`src/rtl/mul_pkg.sv`:
```
// Shared constants and elaboration-time helpers for the Wallace multiplier.
package mul_pkg;

  localparam int unsigned DefWidth  = 8;
  localparam int unsigned DefStages = 3;

  // Live rows after `level` carry-save levels. Level 0 holds WIDTH partial-product rows
  // plus the Baugh-Wooley constant row.
  function automatic int unsigned rows_at_level(int unsigned width, int unsigned level);
    int unsigned n;
    n = width + 1;
    for (int unsigned l = 0; l < level; l++) begin
      if (n > 2) n = 2 * (n / 3) + (n % 3);
    end
    return n;
  endfunction

  // Number of 3:2 levels needed to reduce the partial products to two rows.
  function automatic int unsigned wallace_depth(int unsigned width);
    int unsigned n;
    int unsigned d;
    n = width + 1;
    d = 0;
    while (n > 2) begin
      n = 2 * (n / 3) + (n % 3);
      d++;
    end
    return d;
  endfunction

  // Reduction level (0..depth) after which intermediate register s (1..stages-1) sits.
  // Spacing is even over depth+1 slots, so distinct levels are guaranteed up to
  // stages = depth + 2.
  function automatic int unsigned stage_level(int unsigned s, int unsigned depth,
                                              int unsigned stages);
    return (s * (depth + 1)) / stages;
  endfunction

  function automatic bit is_reg_level(int unsigned level, int unsigned depth,
                                      int unsigned stages);
    for (int unsigned s = 1; s < stages; s++) begin
      if (stage_level(s, depth, stages) == level) return 1'b1;
    end
    return 1'b0;
  endfunction

endpackage

```
`src/rtl/pipelined_wallace_multiplier_if.sv`:
```
// Operand/result handshake bundle for the pipelined multiplier.
interface pipelined_wallace_multiplier_if
  import mul_pkg::*;
#(
  parameter int unsigned WIDTH = DefWidth
);

  logic               in_valid;
  logic               in_ready;
  logic [WIDTH-1:0]   a;
  logic [WIDTH-1:0]   b;
  logic               is_signed;
  logic               out_valid;
  logic               out_ready;
  logic [2*WIDTH-1:0] result;

  // Producer/consumer side.
  modport master (
    output in_valid, a, b, is_signed, out_ready,
    input  in_ready, out_valid, result
  );

  // Multiplier side.
  modport slave (
    input  in_valid, a, b, is_signed, out_ready,
    output in_ready, out_valid, result
  );

endinterface

```
`src/rtl/csa_row.sv`:
```
// One carry-save 3:2 compression level: three rows in, sum row and carry row out.
// The carry row is already shifted left one place; the carry out of the MSB is
// dropped since the product is kept modulo 2^WIDTH.
module csa_row #(
  parameter int unsigned WIDTH = 16
) (
  input  logic [WIDTH-1:0] x,
  input  logic [WIDTH-1:0] y,
  input  logic [WIDTH-1:0] z,
  output logic [WIDTH-1:0] sum,
  output logic [WIDTH-1:0] carry
);

  logic [WIDTH-2:0] cout;

  // Full-adder cell per column except the MSB.
  for (genvar i = 0; i < WIDTH - 1; i++) begin : g_fa
    assign sum[i]  = x[i] ^ y[i] ^ z[i];
    assign cout[i] = (x[i] & y[i]) | (x[i] & z[i]) | (y[i] & z[i]);
  end

  // MSB column: its carry would leave the product width, so only the sum is kept.
  assign sum[WIDTH-1] = x[WIDTH-1] ^ y[WIDTH-1] ^ z[WIDTH-1];

  assign carry = {cout, 1'b0};

endmodule

```
`src/rtl/pipelined_wallace_multiplier.sv`:
```
// Pipelined Wallace-tree multiplier, unsigned or Baugh-Wooley signed per operand pair.
// A single advance signal moves every stage; registers sit at evenly spaced reduction
// levels and the final carry-propagate add always feeds the result register.
module pipelined_wallace_multiplier
  import mul_pkg::*;
#(
  parameter int unsigned WIDTH  = DefWidth,
  parameter int unsigned STAGES = DefStages
) (
  input logic                          clk,
  input logic                          rst,
  pipelined_wallace_multiplier_if.slave bus
);

  localparam int unsigned PW      = 2 * WIDTH;
  localparam int unsigned Depth   = wallace_depth(WIDTH);
  localparam int unsigned MaxRows = WIDTH + 1;

  logic              advance;
  logic [STAGES-1:0] valid_q;
  logic [PW-1:0]     pp       [MaxRows];
  logic [PW-1:0]     rows_in  [Depth+1][MaxRows];
  logic [PW-1:0]     rows_out [Depth+1][MaxRows];
  logic [PW-1:0]     product;
  logic [PW-1:0]     result_q;

  // Only a held, unaccepted result stalls; reset always lets the pipe move.
  assign advance = rst | ~(valid_q[STAGES-1] & ~bus.out_ready);

  // Partial products; in signed mode terms with exactly one MSB operand bit are
  // inverted and the constant row carries 1s at bits WIDTH and 2*WIDTH-1.
  always_comb begin
    logic pbit;
    for (int r = 0; r < MaxRows; r++) pp[r] = '0;
    for (int i = 0; i < WIDTH; i++) begin
      for (int j = 0; j < WIDTH; j++) begin
        pbit = bus.a[j] & bus.b[i];
        if (bus.is_signed && ((i == WIDTH - 1) != (j == WIDTH - 1))) pbit = ~pbit;
        pp[i][i+j] = pbit;
      end
    end
    if (bus.is_signed) begin
      pp[WIDTH][WIDTH]  = 1'b1;
      pp[WIDTH][PW-1]   = 1'b1;
    end
  end

  for (genvar p = 0; p <= Depth; p++) begin : g_lvl
    localparam int unsigned N = rows_at_level(WIDTH, p);

    if (p == 0) begin : g_pp
      for (genvar r = 0; r < MaxRows; r++) begin : g_row
        assign rows_in[0][r] = pp[r];
      end
    end else begin : g_csa
      localparam int unsigned Np = rows_at_level(WIDTH, p - 1);
      localparam int unsigned G  = Np / 3;
      localparam int unsigned R  = Np % 3;

      for (genvar g = 0; g < G; g++) begin : g_grp
        csa_row #(
          .WIDTH(PW)
        ) u_csa (
          .x    (rows_out[p-1][3*g]),
          .y    (rows_out[p-1][3*g+1]),
          .z    (rows_out[p-1][3*g+2]),
          .sum  (rows_in[p][2*g]),
          .carry(rows_in[p][2*g+1])
        );
      end
      // Rows that did not fill a triple pass straight to the next level.
      for (genvar r = 0; r < R; r++) begin : g_pass
        assign rows_in[p][2*G+r] = rows_out[p-1][3*G+r];
      end
      for (genvar r = 2 * G + R; r < MaxRows; r++) begin : g_zero
        assign rows_in[p][r] = '0;
      end
    end

    if (is_reg_level(p, Depth, STAGES)) begin : g_reg
      logic [PW-1:0] bank_q [N];

      // Stage register for the live rows of this level; holds while stalled.
      always_ff @(posedge clk) begin
        if (advance) begin
          for (int r = 0; r < N; r++) bank_q[r] <= rows_in[p][r];
        end
      end

      for (genvar r = 0; r < MaxRows; r++) begin : g_out
        if (r < N) begin : g_live
          assign rows_out[p][r] = bank_q[r];
        end else begin : g_dead
          assign rows_out[p][r] = '0;
        end
      end
    end else begin : g_wire
      for (genvar r = 0; r < MaxRows; r++) begin : g_out
        assign rows_out[p][r] = rows_in[p][r];
      end
    end
  end

  // Final carry-propagate add of the two remaining rows.
  assign product = rows_out[Depth][0] + rows_out[Depth][1];

  // Valid shift chain, one bit per stage register; bubbles are carried, not collapsed.
  always_ff @(posedge clk) begin
    if (rst) begin
      valid_q <= '0;
    end else if (advance) begin
      for (int s = STAGES - 1; s > 0; s--) valid_q[s] <= valid_q[s-1];
      valid_q[0] <= bus.in_valid;
    end
  end

  // Result register, the last pipeline stage.
  always_ff @(posedge clk) begin
    if (rst) begin
      result_q <= '0;
    end else if (advance) begin
      result_q <= product;
    end
  end

  assign bus.in_ready  = advance;
  assign bus.out_valid = valid_q[STAGES-1];
  assign bus.result    = result_q;

endmodule

```
`src/flat_wrapper.sv`:
```
// flat-port wrapper written by rule: the top's interface ports become plain ports
module pipelined_wallace_multiplier_flat import mul_pkg::*;
#(
  parameter int unsigned WIDTH  = DefWidth,
  parameter int unsigned STAGES = DefStages
)
  (clk, rst, bus_in_valid, bus_a, bus_b, bus_is_signed, bus_out_ready, bus_in_ready, bus_out_valid, bus_result);
  pipelined_wallace_multiplier_if #(.WIDTH(WIDTH)) bus_i ();
  input logic clk;
  input logic rst;
  input wire logic [$bits(bus_i.in_valid)-1:0] bus_in_valid;
  input wire logic [$bits(bus_i.a)-1:0] bus_a;
  input wire logic [$bits(bus_i.b)-1:0] bus_b;
  input wire logic [$bits(bus_i.is_signed)-1:0] bus_is_signed;
  input wire logic [$bits(bus_i.out_ready)-1:0] bus_out_ready;
  output wire logic [$bits(bus_i.in_ready)-1:0] bus_in_ready;
  output wire logic [$bits(bus_i.out_valid)-1:0] bus_out_valid;
  output wire logic [$bits(bus_i.result)-1:0] bus_result;
  assign bus_i.in_valid = bus_in_valid;
  assign bus_i.a = bus_a;
  assign bus_i.b = bus_b;
  assign bus_i.is_signed = bus_is_signed;
  assign bus_i.out_ready = bus_out_ready;
  assign bus_in_ready = bus_i.in_ready;
  assign bus_out_valid = bus_i.out_valid;
  assign bus_result = bus_i.result;
  pipelined_wallace_multiplier #(.WIDTH(WIDTH), .STAGES(STAGES)) u_core (.clk(clk), .rst(rst), .bus(bus_i));
endmodule
```
`config.mk`:
```
export PLATFORM = sky130hd
export DESIGN_NAME = pipelined_wallace_multiplier_flat
export DESIGN_NICKNAME = d
export VERILOG_FILES = /design/src/rtl/mul_pkg.sv /design/src/rtl/pipelined_wallace_multiplier_if.sv /design/src/rtl/csa_row.sv /design/src/rtl/pipelined_wallace_multiplier.sv /design/src/flat_wrapper.sv
export SDC_FILE = /design/constraint.sdc
export NUM_CORES = 1
export LEC_CHECK = 0
export BUFFER_PORTS_ARGS = -buffer_cell sky130_fd_sc_hd__buf_2
export CAP_MARGIN = 20
export CORE_AREA = 5 5 141 143
export CTS_BUF_LIST = sky130_fd_sc_hd__clkbuf_4 sky130_fd_sc_hd__clkbuf_8
export DETAILED_ROUTE_END_ITERATION = 8
export DIE_AREA = 0 0 146 148
export HOLD_SLACK_MARGIN = 0.15
export PLACE_DENSITY = 0.45
export REMOVE_ABC_BUFFERS = 1
export SYNTH_ARGS = -nofsm -noshare
export SYNTH_HDL_FRONTEND = slang
export SYNTH_SLANG_ARGS = --single-unit
```
`constraint.sdc`:
```
create_clock -name clk -period 4.51 [get_ports clk]
set_clock_uncertainty 0.15 [all_clocks]
set_input_delay 0.451 -clock clk [delete_from_list [all_inputs] [get_ports clk]]
set_output_delay 0.451 -clock clk [all_outputs]
set_load 0.03 [all_outputs]
```
==> run metrics <==
worst path required time 4.61 ns; final hold violation count 0; Final Wtd Congestion 0.698; area fraction of the dominant cell type after synthesis 48.4%; crit path max fanout 3; Worst R2R End u_core.bus.result[13]; global-route wire length before repair 16,500 µm; full die area 0.0216 mm²; DRC Markers 0; worst hold slack 0.189 ns; maxcap violations 0; reg-to-reg slack, setup 1.92 ns; Final ANT Viol Nets 0; insertion delay to the later sink of the worst-skew pair 0.38 ns; CTS buffer count 9; Iteration-0 DRC Markers 88; largest net degree at the start of global routing 39; Reg-to-Reg Start u_core.g_lvl[3].g_reg.bank_q[0][5]; layout cells sized above 1 12.9%; design area 0.00611 mm²; final worst path period share 57.5%; Avg Vias per Cell 4.21; max_slew headroom 57.9%; Final Setup Violations 0; Final Critical Period 2.59 ns; crit start category register; Die Width 146 µm; Max Root-Sink Buffers 2; count leader, synth edfxtp_1; row count 50; CP Depth 8; PortBufs 38; area growth from synthesis to layout 11.9%; # hold bufs at CTS 0; post-CTS sizing 0; RSZ-0062 raised after global routing false; final WL 9700 µm; Num Clock Sinks 107; setup TNS 0 ns; post-synthesis cell count 418; worst setup margin 1.92 ns; placed instance area 0.00593 mm²; Post-Syn Area 0.00546 mm²; initial core utilization 29.6%; CP Capture Type register; I/O pin total 39; Antenna Cells 0; vias in the first global route 3,117; drt wl/cell 13.9 µm; CTS tree done; Mean Syn Cell Area 13.1 µm²; family with the most delay on the worst path adder cells; Area contributors post-synth edfxtp_1 (48%), fa_1 (14%), ha_1 (7.6%); max incr delay on CP 0.41 ns; DRT Pass-1 Iters 4; maximum VDD drop 0.000129 V; GRT Resource Usage Total 9.64%; clock-pin slew on the worst setup and hold paths 0.10 ns; outcome finished, final reports clean; HPWL Detailed 7150 µm; sequential area share after synthesis 55.4%; Leakage 2.68 nW; Min-Delay Path Depth 3; total gr overflow 0; core area 0.0185 mm²; Post-synth top cells edfxtp_1 (88), inv_1 (52), nand2_1 (48); Yosys reg bits 107; root buffer cell clkbuf_8; fin. max-slew vios 0; Vias 2,936; Worst Setup Path Type register to register; HP Class primary input to register; worst-path cell chain ha_1 -> ha_1 -> fa_1 -> a21o_2 -> a221oi_2 -> nor2_1 -> nor4_1 -> nor4_1; ys async rst share 0%; # H-tree levels 3; fin nets 551; worst-margin pin slew 0.631 ns; ys flop type edfxtp_1; Setup Buffers After CTS 0; DP Worst Slack 1.92 ns; largest area contributor in the netlist edfxtp_1; yosys warns 0; post-synth cell types 32; antenna violations before repair 0; total power 2.93 mW; FMAX 0.385 GHz; WP buf/inv 0; Worst Hold Endpoint u_core.valid_q[0]; R2R cell count 8; fillers 1,818; chip height 148 µm; number of synthesized flops with an enable pin 88; CP Data Arrival Time 2.69 ns; pwr/cell area 481 mW/mm²; CP max-delay cell fa_1; Hold Path Origin bus_in_valid
==> per-layer routing <==
metal / global-route usage (%) / vias to the layer above / wire length, µm
li1: - / 1474 / -
met1: 13.6 / 1412 / 5050
met2: 14.4 / 37 / 4220
met3: 2.30 / 13 / 232
met4: 3.86 / 0 / 192
met5: 0 / - / 0
==> per-stage QoR <==
step                      utilization (%)  cells
after floorplan                         -    407
after global placement               32.1    682
after detailed placement             32.1    682
after CTS                            33.1    698
after global routing                 33.1    698
final                                33.1    698
==> worst max path at each step <==
stage | start | end
2_1_floorplan | u_core.valid_q[2] | u_core.g_lvl[1].g_reg.bank_q[0][0]
3_3_place_gp | u_core.g_lvl[3].g_reg.bank_q[0][5] | u_core.bus.result[13]
3_5_place_dp | u_core.g_lvl[3].g_reg.bank_q[0][5] | u_core.bus.result[13]
4_1_cts | u_core.g_lvl[3].g_reg.bank_q[0][5] | u_core.bus.result[13]
5_1_grt | u_core.g_lvl[3].g_reg.bank_q[0][5] | u_core.bus.result[13]
6_report | u_core.g_lvl[3].g_reg.bank_q[0][5] | u_core.bus.result[13]
==> kinds of logic (layout without fill, tap and decap cells) <==
| kind of cell | count (synthesis) | in the layout | share of synthesized area [%] |
|---|---|---|---|
| and+or+nand+nor | 118 | 118 | 11.2 |
| xor gates and xnor gates | 20 | 20 | 3.21 |
| adders and majority gates | 71 | 71 | 21.5 |
| DFF | 107 | 107 | 55.4 |
| AOI/OAI and AO/OA | 39 | 39 | 4.36 |
| buffers and inverters | 63 | 109 | 4.36 |
==> area by class of cell <==
class                           instances  area, µm²  share of cell area, %
Clock buffer                           12        153                   2.50
Inverter                               52        195                   3.20
Timing Repair Buffer                   41        213                   3.48
Clock inverter                          4       25.0                  0.410
Sequential cell                       107       3020                   49.5
Multi-Input combinational cell        248       2200                   36.1
Tap cell                              234        293                   4.80
==> flip-flops by register name, indices dropped and copies added, names as in the netlist <==
name                       flops
u_core.bus.result             16
u_core.g_lvl.g_reg.bank_q     88
u_core.valid_q                 3
==> cell usage in the layout (no fill, tap or decap), drive strengths merged <==
| cell type | Yosys | final |
|---|---|---|
| edfxtp | 88 | 88 |
| inv | 52 | 54 |
| nand2 | 48 | 48 |
| and2 | 46 | 46 |
| buf | 1 | 41 |
| fa | 38 | 38 |
| ha | 33 | 33 |
| xnor2 | 19 | 19 |
| a21oi | 19 | 19 |
| dfxtp | 19 | 19 |
| clkbuf | 10 | 12 |
| o21ai | 6 | 6 |
| a21o | 6 | 6 |
| nor2 | 5 | 5 |
| nand3b | 5 | 5 |
| and3 | 3 | 3 |
| nand4 | 3 | 3 |
| nor4 | 2 | 2 |
| nand3 | 2 | 2 |
| a31oi | 2 | 2 |
| clkinv | 0 | 2 |
| nand2b | 2 | 2 |
| nor2b | 1 | 1 |
| xor2 | 1 | 1 |
| a221oi | 1 | 1 |
| a2111oi | 1 | 1 |
| nor3b | 1 | 1 |
| o211ai | 1 | 1 |
| a211oi | 1 | 1 |
| o21a | 1 | 1 |
| o31ai | 1 | 1 |
==> where the power goes <==
group	switching (mW)	internal, mW
clock network	0.328	0.230
logic	0.589	0.419
registers	0.0780	1.29
==> worst min-delay path: stages <==
cell     delay [ns]
buf_2          0.10
nand2_1        0.05
a21oi_1        0.06
(Power assumes the default switching activity.)
